File: config.mk
export PLATFORM = sky130hd
export DESIGN_NAME = serial_compare_ctrl
export DESIGN_NICKNAME = d
export VERILOG_FILES = /design/src/rtl/serial_compare_ctrl_pkg.sv /design/src/rtl/serial_compare_ctrl_cmp2_slice.sv /design/src/rtl/serial_compare_ctrl.sv
export SDC_FILE = /design/constraint.sdc
export NUM_CORES = 1
export LEC_CHECK = 0
export ABC_AREA = 1
export CORE_UTILIZATION = 40
export CTS_CLUSTER_DIAMETER = 100
export DETAILED_ROUTE_END_ITERATION = 16
export GPL_TIMING_DRIVEN = 0
export PLACE_DENSITY = 0.68
export SYNTH_ARGS = -nofsm -noshare
export SYNTH_HDL_FRONTEND = slang
export SYNTH_SLANG_ARGS = --single-unit
File: constraint.sdc
create_clock -name CLK -period 2.1 [get_ports CLK]
set_input_delay 0.315 -clock CLK [delete_from_list [all_inputs] [get_ports CLK]]
set_output_delay 0.315 -clock CLK [all_outputs]
set_load 0.02 [all_outputs]
File: src/rtl/serial_compare_ctrl_pkg.sv
// Shared types for the serial 2-bit-slice comparator.
// State encodings and result-vector bit positions.
package serial_compare_ctrl_pkg;

    typedef enum logic [1:0] {
        ST_IDLE    = 2'd0,
        ST_COMPARE = 2'd1,
        ST_DONE    = 2'd2
    } state_t;

    localparam int R_EQ = 0;
    localparam int R_LT = 1;
    localparam int R_GT = 2;

endpackage

File: src/rtl/serial_compare_ctrl_cmp2_slice.sv
// Combinational 2-bit unsigned magnitude comparator.
// Compares {A,B} against {C,D}.
module cmp2_slice (
    input  logic A,
    input  logic B,
    input  logic C,
    input  logic D,
    output logic EQ,
    output logic LT,
    output logic GT
);

    logic [1:0] ab;
    logic [1:0] cd;

    // Exactly one of EQ/LT/GT is high for any input.
    always_comb begin
        ab = {A, B};
        cd = {C, D};
        EQ = (ab == cd);
        LT = (ab < cd);
        GT = (ab > cd);
    end

endmodule

File: src/rtl/serial_compare_ctrl.sv
// Serial MSB-first operand compare using one 2-bit slice.
// Stops at the first unequal slice; pulses DONE with flags.
module serial_compare_ctrl
    import serial_compare_ctrl_pkg::*;
#(
    parameter  int WIDTH  = 8,
    localparam int SLICES = WIDTH / 2,
    localparam int CW     = $clog2(SLICES + 1)
) (
    input  logic             CLK,
    input  logic             RESET,
    input  logic             START,
    input  logic [WIDTH-1:0] OP_X,
    input  logic [WIDTH-1:0] OP_Y,
    output logic             BUSY,
    output logic             DONE,
    output logic             EQ,
    output logic             LT,
    output logic             GT,
    output logic [CW-1:0]    SLICE_CNT
);

    state_t           state_q;
    state_t           state_d;
    logic [WIDTH-1:0] sx_q;
    logic [WIDTH-1:0] sy_q;
    logic [CW-1:0]    cnt_q;
    logic [2:0]       res_q;
    logic             done_q;

    logic             s_eq;
    logic             s_lt;
    logic             s_gt;
    logic             last;
    logic             decide;

    cmp2_slice u_slice (
        .A  (sx_q[WIDTH-1]),
        .B  (sx_q[WIDTH-2]),
        .C  (sy_q[WIDTH-1]),
        .D  (sy_q[WIDTH-2]),
        .EQ (s_eq),
        .LT (s_lt),
        .GT (s_gt)
    );

    // Decision point: unequal slice, or equal on the final slice.
    always_comb begin
        last   = (cnt_q == CW'(SLICES - 1));
        decide = (state_q == ST_COMPARE)
               && (s_lt || s_gt || (s_eq && last));
    end

    // State register.
    always_ff @(posedge CLK) begin
        if (RESET) begin
            state_q <= ST_IDLE;
        end else begin
            state_q <= state_d;
        end
    end

    // Next-state logic; START is only looked at in IDLE.
    always_comb begin
        state_d = state_q;
        unique case (state_q)
            ST_IDLE: begin
                if (START) state_d = ST_COMPARE;
            end
            ST_COMPARE: begin
                if (decide) state_d = ST_DONE;
            end
            ST_DONE: begin
                state_d = ST_IDLE;
            end
            default: begin
                state_d = ST_IDLE;
            end
        endcase
    end

    // Operand shifters, slice counter, result flags and DONE pulse.
    always_ff @(posedge CLK) begin
        if (RESET) begin
            sx_q   <= '0;
            sy_q   <= '0;
            cnt_q  <= '0;
            res_q  <= '0;
            done_q <= 1'b0;
        end else begin
            done_q <= decide;
            unique case (state_q)
                ST_IDLE: begin
                    if (START) begin
                        sx_q  <= OP_X;
                        sy_q  <= OP_Y;
                        cnt_q <= '0;
                        res_q <= '0;
                    end
                end
                ST_COMPARE: begin
                    cnt_q <= cnt_q + CW'(1);
                    unique case (1'b1)
                        s_gt: res_q[R_GT] <= 1'b1;
                        s_lt: res_q[R_LT] <= 1'b1;
                        s_eq: begin
                            if (last) begin
                                res_q[R_EQ] <= 1'b1;
                            end else begin
                                sx_q <= sx_q << 2;
                                sy_q <= sy_q << 2;
                            end
                        end
                        default: ;
                    endcase
                end
                default: ;
            endcase
        end
    end

    // Outputs: BUSY decoded from state, the rest registered.
    always_comb begin
        BUSY      = (state_q != ST_IDLE);
        DONE      = done_q;
        EQ        = res_q[R_EQ];
        LT        = res_q[R_LT];
        GT        = res_q[R_GT];
        SLICE_CNT = cnt_q;
    end

endmodule

==> results.py, run 1 <==
metrics = {
    "pwr": {
        "p_int_mw": 0.927,
        "powerDensity_nw_per_um2": 952,
        "p_switching_mw": 0.622,
        "power.share.combinational": 0.455,
        "seqPwrFrac": 0.403,
        "p_clk_frac": 0.142,
        "p_leak_nw": 0.747,
        "sw_frac_of_total": 0.401,
        "peakVddDrop_mv": 0.454,
    },
    "logic_synthesis": {
        "ys_types": 19,
        "syn_avg_cell_area_sq_um": 6.78,
        "synth_top_cell_by_area": "dfxtp_1",
        "yosys-top-cells-area": "dfxtp_1 39%, nand3_1 14%, nand2_1 13%",
        "ys_seq_elements": 25,
        "syn_area_sq_um": 1290,
        "synth.net_count": 214,
        "yosys_warnings": 0,
        "yosysSeqAreaShare": 0.386,
        "syn_inst": 191,
        "synth_top_cell_area_share": 0.386,
    },
    "status": {
        "outcome": "finished clean",
    },
    "clocking": {
        "cts_tree": "built",
        "numCtsBuffers": 3,
        "cts_setup_buffers": 0,
        "clkSlewWorstSetupHoldPaths_ps": 130,
        "clockBufferDepth": 2,
        "cts_hold_buf": 0,
        "insertion_delay_ps": 320,
        "root_buffer": "clkbuf_4",
        "ctsResizeCount": 0,
        "cts_sinks": 25,
        "htreeDepth": 1,
    },
    "sta": {
        "tightestPinTransition_ps": 380,
        "fin_crit_ps": 1900,
        "rsz0062_at_grt": "no",
        "skew_ps": 1.74,
        "report.final.slew_viol_count": 0,
        "relSlewSlack": 0.746,
        "fin_crit_sh": 0.907,
        "setup_viol": 0,
        "max_freq_mhz": 525,
        "timing.hold.ws_ps": 316,
        "hold_viol": 0,
        "tns_ps": 0,
    },
    "grt": {
        "grt_max_degree": 14,
        "grt_pass1_vias": 1033,
        "globalRoute.totalOverflow": 0,
        "antenna_found_initial": 0,
        "grt_first_pass_wirelength_um": 4720,
        "track_usage": 0.182,
    },
    "floorplan": {
        "die_w_um": 58.9,
        "dieArea_sq_um": 3470,
        "ios": 27,
        "fp.coreArea_sq_um": 3050,
        "start_util": 0.424,
        "die_h_um": 58.9,
        "rows": 20,
    },
    "setup_path": {
        "path_class": "reg -> out",
        "path_max_fanout": 6,
        "crit_required_ps": 1780,
        "r2r_end": "sy_q[7]$_SDFFE_PP0P_",
        "crit_end": "BUSY",
        "cp_slowest_cell": "clkdlybuf4s50_1",
        "end_kind": "output pin",
        "cp.arrival_ps": 1590,
        "reg2reg_from": "SLICE_CNT[0]$_SDFFE_PP0P_",
        "path_cells": "inv_1 -> nand2_1 -> clkdlybuf4s50_1",
        "rrSetupSlack_ps": 350,
        "critPathMaxStageDelay_ps": 610,
        "startpoint": "state_q[1]$_SDFFE_PP0P_",
        "r2r_cells": 7,
        "worst_setup_path_start_kind": "flip-flop",
    },
    "final_layout": {
        "final_layout_size_suffix_gt1_frac": 0.0818,
        "regArea_sq_um": 500,
        "multi_input_area_sq_um": 644,
        "area_growth_pct": 25.6,
        "final_nets": 244,
        "finalInstanceArea_sq_um": 1630,
        "final_util": 0.533,
        "antenna_cells": 0,
        "fillers": 329,
    },
    "drt": {
        "dr.first_iter.drc_count": 64,
        "vias": 1264,
        "drt_first_pass_iters": 4,
        "routedWlPerCell_um": 11.1,
        "drc": 0,
        "ant_nets": 0,
        "vias_per_cell": 4.79,
        "drt_wl_total_um": 2940,
    },
    "min_path": {
        "worstHoldPathType": "in -> reg",
        "holdCritStartpoint": "RESET",
    },
    "placement": {
        "place_congestion": 0.766,
        "dpl-instance-area_sq_um": 1600,
        "portBuffers": 25,
        "dpl.hpwl_um": 2080,
    },
    "run": {
        "drv_cap": 0,
    },
}
cell usage after synthesis, drive strengths merged:
master and count:
inv 21, nor2 19, o21a 1, o22ai 1, ha 4, nand2 48, o21ai 4, or2 1
dfxtp 25, nand3 36, clkbuf 1, a21oi 21, buf 9
stage by stage:
| stage | worst slack, ps | power, mW | cells |
|---|---|---|---|
| after floorplan | 518 | 1.13 | 191 |
| after global placement | 365 | 1.34 | 260 |
| after detailed placement | 376 | 1.34 | 260 |
| after CTS | 185 | 1.56 | 264 |
| after global routing | 120 | 1.68 | 264 |
| final | 195 | 1.55 | 264 |
power groups by stage:
stage          clock, mW  combinational (mW)  sequential, mW
2_1_floorplan          0               0.482           0.650
3_3_place_gp           0               0.703           0.633
3_5_place_dp           0               0.705           0.635
4_1_cts            0.232               0.709           0.624
5_1_grt            0.250               0.789           0.636
6_report           0.221               0.704           0.624
flip-flops by register name, summed over array words and instances (netlist names):
name,flops
DONE,1
SLICE_CNT,3
res_q,3
state_q,2
sx_q,8
sy_q,8
worst max-delay path, delay by kind of cell (launching register included):
kind	cells	cell delay, ps
buffers and inverters	2	750
flip-flops	1	410
AND/OR/NAND/NOR	1	110
layer usage:
metal	part of all wire	track usage	wire (um)	up-vias
li1	-	-	-	676
met1	0.52	0.250	1520	559
met2	0.43	0.278	1270	24
met3	0.040	0.0484	117	5
met4	0.012	0.0612	36	0
met5	0	0	0	-
how the worst min path moves through the flow:
stage / endpoint / slack, ps / depth (start not counted)
floorplan: sx_q[0]$_SDFFE_PP0P_ / 460 / 2
global route: sy_q[0]$_SDFFE_PP0P_ / 320 / 2
detailed placement: sx_q[1]$_SDFFE_PP0P_ / 480 / 2
global placement: sy_q[1]$_SDFFE_PP0P_ / 470 / 2
finish: sy_q[0]$_SDFFE_PP0P_ / 320 / 2
CTS: res_q[2]$_SDFFE_PP0P_ / 300 / 2
area by class of cell:
cell class                 instances  area share
buffer                            10      0.0438
clock buffer                       4      0.0162
inverter                          21      0.0485
multi-input combinational        135       0.396
sequential                        25       0.308
tap                               44      0.0338
timing repair buffer              25       0.154
cell families (layout without fill, tap and decap cells):
kind of cell / Yosys count / in the layout / synth area share
buf+inv: 31 / 60 / 0.116
compound gates: 27 / 27 / 0.107
flops: 25 / 25 / 0.386
fa+ha+maj: 4 / 4 / 0.0386
simple gates: 104 / 104 / 0.352
layout by cell type, fill, tap and decap left out:
master and n:
buf_6 2, o22ai_1 1, nor2_4 1, dfxtp_1 25, buf_4 4, buf_2 3, nand3_1 35, a21oi_1 21
inv_2 1, clkbuf_4 3, or2_2 1, o21a_1 1, inv_1 20, nand2_2 2, o21ai_0 4, nand3_2 1
clkdlybuf4s50_1 25, nor2_1 18, ha_1 4, clkbuf_1 2, nand2_1 46
(Power assumes the default switching activity.)
==> run 2, diff against run 1 <==
--- a/config.mk
+++ b/config.mk
@@ -5,7 +5,6 @@
 export SDC_FILE = /design/constraint.sdc
 export NUM_CORES = 1
 export LEC_CHECK = 0
-export ABC_AREA = 1
 export CORE_UTILIZATION = 40
 export CTS_CLUSTER_DIAMETER = 100
 export DETAILED_ROUTE_END_ITERATION = 16
==> run 2 against run 1 <==
Effect of this change:
- synthesized cell count shrank 35%
- non-clock buffer count grew 3
- cell count shrank 25%
- die area grew 1.0%
- register-to-register slack lost 120 ps
- clock power is essentially flat
- critical endpoint is now sy_q[3]$_SDFFE_PP0P_
==> results.py, run 2 <==
metrics = {
    "logic_synthesis": {
        "synthArstFlopShare": 0,
        "synth.net_count": 147,
        "yosysSeqAreaShare": 0.382,
        "synthAdderAreaFrac": 0.0382,
        "syn_avg_cell_area_sq_um": 10.6,
        "synth-edff-count": 0,
        "synth_top_cell_area_share": 0.382,
        "synthMuxAreaShare": 0.101,
        "synthXorXnorAreaFrac": 0,
        "ys_seq_elements": 25,
        "syn_area_sq_um": 1310,
        "synth_compound_area_frac": 0.293,
        "ys_types": 33,
        "synth_top_cell_by_area": "dfxtp_1",
        "synthTopCellsByCount": "25 x dfxtp_1, 11 x mux2i_1, 8 x a2111oi_0",
        "synth-simple-area-share": 0.0975,
        "yosys_warnings": 0,
        "synth_top_family_by_area": "compound AO/OA/AOI/OAI gates",
        "yosysMostFrequentCell": "dfxtp_1",
        "syn_inst": 124,
        "yosys-top-cells-area": "dfxtp_1 38%, mux2i_1 8.4%, a2111oi_0 5.4%",
        "ys.flop_type": "dfxtp_1",
    },
    "setup_path": {
        "path_class": "reg -> reg",
        "cp.arrival_ps": 2160,
        "r2r_end": "sy_q[3]$_SDFFE_PP0P_",
        "worst_setup_path_start_kind": "flip-flop",
        "r2r_cells": 5,
        "end_kind": "flip-flop",
        "path_max_fanout": 8,
        "crit_required_ps": 2380,
        "startpoint": "SLICE_CNT[0]$_SDFFE_PP0P_",
        "reg2reg_from": "SLICE_CNT[0]$_SDFFE_PP0P_",
        "crit_end": "sy_q[3]$_SDFFE_PP0P_",
        "rrSetupSlack_ps": 230,
    },
    "sta": {
        "hold_viol": 0,
        "layout_setup_ws_ps": 225,
        "tightestPinTransition_ps": 653,
        "relSlewSlack": 0.564,
        "skew_ps": 1.94,
        "max_freq_mhz": 533,
        "rsz0062_at_grt": "no",
        "fin_crit_ps": 1870,
        "report.final.slew_viol_count": 0,
        "setup_viol": 0,
        "fin_crit_sh": 0.893,
        "tns_ps": 0,
    },
    "final_layout": {
        "regArea_sq_um": 500,
        "largest_registers": "sx_q x8, sy_q x8",
        "final_layout_size_suffix_gt1_frac": 0.162,
        "mostFrequentLayoutCells": "25 x dfxtp_1, 25 x clkdlybuf4s50_1, 11 x mux2i_1",
        "final_nets": 178,
        "area_growth_pct": 26.4,
        "antenna_cells": 0,
        "fillers": 288,
        "multi_input_area_sq_um": 693,
    },
    "clocking": {
        "cts_hold_buf": 0,
        "numCtsBuffers": 3,
        "insertion_delay_ps": 320,
        "htreeDepth": 1,
        "clockBufferDepth": 2,
        "cts_tree": "built",
        "root_buffer": "clkbuf_4",
        "cts_sinks": 25,
        "clkSlewWorstSetupHoldPaths_ps": 140,
    },
    "drt": {
        "routedWlPerCell_um": 14.3,
        "dr.first_iter.drc_count": 39,
        "vias_per_cell": 5.47,
        "vias": 1083,
        "ant_nets": 0,
        "drt_first_pass_iters": 4,
        "drt_wl_total_um": 2830,
        "drc": 0,
    },
    "placement": {
        "portBuffers": 26,
        "dp_slack_ps": 197,
        "dpl.hpwl_um": 2130,
        "place_congestion": 0.771,
    },
    "pwr": {
        "sw_frac_of_total": 0.356,
        "peakVddDrop_mv": 0.427,
        "power.share.combinational": 0.426,
        "seqPwrFrac": 0.417,
        "p_switching_mw": 0.506,
        "p_int_mw": 0.915,
        "p_leak_nw": 0.624,
        "p_total_mw": 1.42,
        "powerDensity_nw_per_um2": 859,
        "p_clk_frac": 0.157,
    },
    "grt": {
        "globalRoute.totalOverflow": 0,
        "grt_first_pass_wirelength_um": 4660,
        "grt_max_degree": 14,
        "grt_pass1_vias": 988,
        "track_usage": 0.180,
        "antenna_found_initial": 0,
    },
    "min_path": {
        "holdCritStartpoint": "res_q[1]$_SDFFE_PP0P_",
        "worstHoldPathType": "reg -> reg",
    },
    "floorplan": {
        "die_w_um": 59.2,
        "die_h_um": 59.2,
        "fp.coreArea_sq_um": 3080,
        "rows": 20,
        "start_util": 0.425,
        "ios": 27,
        "dieArea_sq_um": 3500,
    },
    "status": {
        "outcome": "finished clean",
    },
    "run": {
        "drv_cap": 0,
    },
}
[run 2: changes by cell type in the layout (fill, tap and decap cells not counted), moves of 6 or more]
cell,before,now
inv_1,20,6
a2111oi_0,0,8
a21oi_1,21,7
nand3_1,35,4
a22oi_1,0,6
nor2_1,18,4
mux2i_1,0,11
a31o_2,0,6
nand2_1,46,1
[run 2: final cells by class]
cell class | instances | area share
multi-input cells | 81 | 0.419
flip-flops and latches | 25 | 0.303
repair buffers | 26 | 0.159
plain buffers | 12 | 0.0567
well taps | 44 | 0.0333
clock buffers | 4 | 0.0159
inverters | 6 | 0.0136
[run 2: worst min-delay path by stage]
| stage | slack, ps | end | cells after the start |
|---|---|---|---|
| final | 480 | res_q[1]$_SDFFE_PP0P_ | 2 |
| after global routing | 520 | sy_q[4]$_SDFFE_PP0P_ | 1 |
| after CTS | 480 | sx_q[6]$_SDFFE_PP0P_ | 2 |
| after detailed placement | 460 | sx_q[6]$_SDFFE_PP0P_ | 2 |
| after global placement | 460 | sy_q[4]$_SDFFE_PP0P_ | 1 |
| after floorplan | 440 | sx_q[6]$_SDFFE_PP0P_ | 2 |
[run 2: critical path, stage by stage, from the launching register on]
cell	delay, ps
dfxtp_1	360
ha_1	220
ha_1	230
nand4b_4	240
a2111oi_0	590
a31o_2	180
[run 2: what timing repair did]
item	CTS	global route
gates resized for setup	1	1
setup buffers	0	0
endpoints found under the setup margin	1	1
[run 2: metrics by stage]
stage	utilization	cells	area [sq um]	hold slack [ps]
2_1_floorplan	-	124	1310	444
4_1_cts	0.537	198	1650	484
3_5_place_dp	0.528	194	1620	462
3_3_place_gp	0.528	194	1620	458
6_report	0.537	198	1650	483
5_1_grt	0.537	198	1650	519
[run 2: power by group through the flow]
stage	sequential (mW)	combinational, mW	clock (mW)
5_1_grt	0.602	0.663	0.252
4_1_cts	0.593	0.614	0.228
3_5_place_dp	0.604	0.611	0
3_3_place_gp	0.601	0.600	0
6_report	0.593	0.606	0.223
2_1_floorplan	0.611	0.436	0
[run 2: layer usage]
layer | wire (um) | GRT usage
met3 | 94 | 0.0284
met2 | 1290 | 0.271
met5 | 0 | 0
met4 | 46 | 0.0816
met1 | 1400 | 0.253
[run 2: kinds of logic after synthesis]
family / Yosys count
AND/OR/NAND/NOR: 19
buffers and inverters: 18
multiplexers: 13
flip-flops: 25
AO/OA/AOI/OAI: 45
adder cells (fa/ha/maj): 4
==> run 3, diff against run 2 <==
==> constraint.sdc (replaced) <==
create_clock -name CLK -period 1.85 [get_ports CLK]
set_input_delay 0.2775 -clock CLK [delete_from_list [all_inputs] [get_ports CLK]]
set_output_delay 0.2775 -clock CLK [all_outputs]
set_load 0.02 [all_outputs]
==> run 3 against run 2 <==
Effect of this change:
- clock skew hardly changed
- cell area rose by 1.4%
- power increased by 15%
- non-clock buffer count stayed put
- fmax is 6.5% higher
- clock power rose by 11%
- critical path type unchanged
- highest routed layer unchanged
==> results.py, run 3 (synthesized netlist as in run 2, its figures left out) <==
metrics = {
    "status": {
        "outcome": "finished clean",
    },
    "drt": {
        "drc": 0,
        "dr.first_iter.drc_count": 37,
        "ant_nets": 0,
        "vias_per_cell": 5.38,
        "routedWlPerCell_um": 14.3,
        "drt_wl_total_um": 2840,
        "vias": 1066,
        "drt_first_pass_iters": 4,
    },
    "setup_path": {
        "cp.arrival_ps": 1990,
        "crit_required_ps": 2080,
        "path_class": "reg -> reg",
        "end_kind": "flip-flop",
        "path_max_fanout": 10,
        "worst_setup_path_start_kind": "flip-flop",
    },
    "min_path": {
        "worstHoldPathType": "reg -> reg",
    },
    "sta": {
        "fin_crit_ps": 1760,
        "report.final.slew_viol_count": 0,
        "rsz0062_at_grt": "no",
        "max_freq_mhz": 568,
        "hold_viol": 0,
        "fin_crit_sh": 0.951,
        "relSlewSlack": 0.558,
        "layout_setup_ws_ps": 89.7,
        "setup_viol": 0,
        "timing.hold.ws_ps": 483,
        "tns_ps": 0,
        "tightestPinTransition_ps": 662,
        "skew_ps": 1.82,
    },
    "final_layout": {
        "fin_cells": 198,
        "final_nets": 178,
        "final_layout_size_suffix_gt1_frac": 0.208,
        "final_common_cell": "clkdlybuf4s50_1",
        "area_growth_pct": 28.2,
        "mostFrequentLayoutCells": "25 x clkdlybuf4s50_1, 24 x dfxtp_1, 11 x mux2i_1",
        "antenna_cells": 0,
        "final_util": 0.545,
        "fillers": 284,
        "largest_registers": "sx_q x8, sy_q x8",
    },
    "floorplan": {
        "die_w_um": 59.2,
        "fp.coreArea_sq_um": 3080,
        "rows": 20,
        "die_h_um": 59.2,
        "dieArea_sq_um": 3500,
        "ios": 27,
        "start_util": 0.425,
    },
    "pwr": {
        "powerDensity_nw_per_um2": 973,
        "peakVddDrop_mv": 0.481,
        "p_leak_nw": 0.613,
    },
    "clocking": {
        "numCtsBuffers": 3,
        "clkSlewWorstSetupHoldPaths_ps": 130,
        "cts_hold_buf": 0,
        "cts_sinks": 25,
        "htreeDepth": 1,
        "insertion_delay_ps": 320,
        "cts_tree": "built",
        "clockBufferDepth": 2,
        "root_buffer": "clkbuf_4",
    },
    "grt": {
        "grt_max_degree": 14,
        "grt_pass1_vias": 991,
        "antenna_found_initial": 0,
        "grt_first_pass_wirelength_um": 4680,
        "track_usage": 0.181,
        "globalRoute.totalOverflow": 0,
    },
    "placement": {
        "dpl.hpwl_um": 2130,
        "dp_cells": 194,
        "dp_slack_ps": -15.9,
        "portBuffers": 26,
        "place_congestion": 0.771,
    },
    "run": {
        "drv_cap": 0,
    },
}
-- run 3: cell count changes in the layout (fill, tap and decap cells not counted), sizes merged --
| cell | delta |
|---|---|
| buf | +1 |
| dlymetal6s2s | -1 |
-- run 3: layer usage --
layer	vias up	global-route usage	part of all wire
li1	541	-	-
met1	498	0.253	0.50
met2	22	0.273	0.45
met3	5	0.0284	0.034
met4	0	0.0816	0.017
met5	-	0	0
-- run 3: stage by stage --
stage               instance area [sq um]  total power, mW
detailed placement                   1620             1.38
finish                               1680             1.63
global placement                     1620             1.36
global route                         1680             1.75
floorplan                            1310             1.19
CTS                                  1650             1.62
-- run 3: final timing paths --
path	startpoint	endpoint	slack, ps	depth (start not counted)
worst max-delay path	SLICE_CNT[0]$_SDFFE_PP0P_	sy_q[2]$_SDFFE_PP0P_	90	6
worst max register to register	SLICE_CNT[0]$_SDFFE_PP0P_	sy_q[2]$_SDFFE_PP0P_	90	6
worst min-delay path	res_q[1]$_SDFFE_PP0P_	res_q[1]$_SDFFE_PP0P_	480	2
worst min register to register	res_q[1]$_SDFFE_PP0P_	res_q[1]$_SDFFE_PP0P_	480	2
-- run 3: critical path, stage by stage (launching register included) --
cell,delay [ps]
dfxtp_2,360
ha_1,210
ha_2,200
nand4b_4,240
a21o_4,280
buf_6,140
a31o_2,240
-- run 3: layout make-up --
| type | instances | area (sq um) | area share |
|---|---|---|---|
| multi-input cells | 81 | 723 | 0.431 |
| flip-flops and latches | 25 | 502 | 0.299 |
| repair buffers | 26 | 255 | 0.152 |
| plain buffers | 12 | 93.8 | 0.0559 |
| well taps | 44 | 55.1 | 0.0328 |
| clock buffers | 4 | 26.3 | 0.0157 |
| inverters | 6 | 22.5 | 0.0134 |
-- run 3: what timing repair did --
item / CTS / global route
gates resized for setup: 3 / 12
endpoints found under the setup margin: 2 / 11
buffers inserted: 0 / 0
hold endpoints to repair: 0 / 0
pin swaps: 0 / 1
-- run 3: power breakdown --
group,switching (mW),total (mW),internal [mW]
registers,0.0478,0.675,0.627
logic,0.374,0.711,0.337
clock network,0.162,0.247,0.0845
total,0.584,1.63,1.05
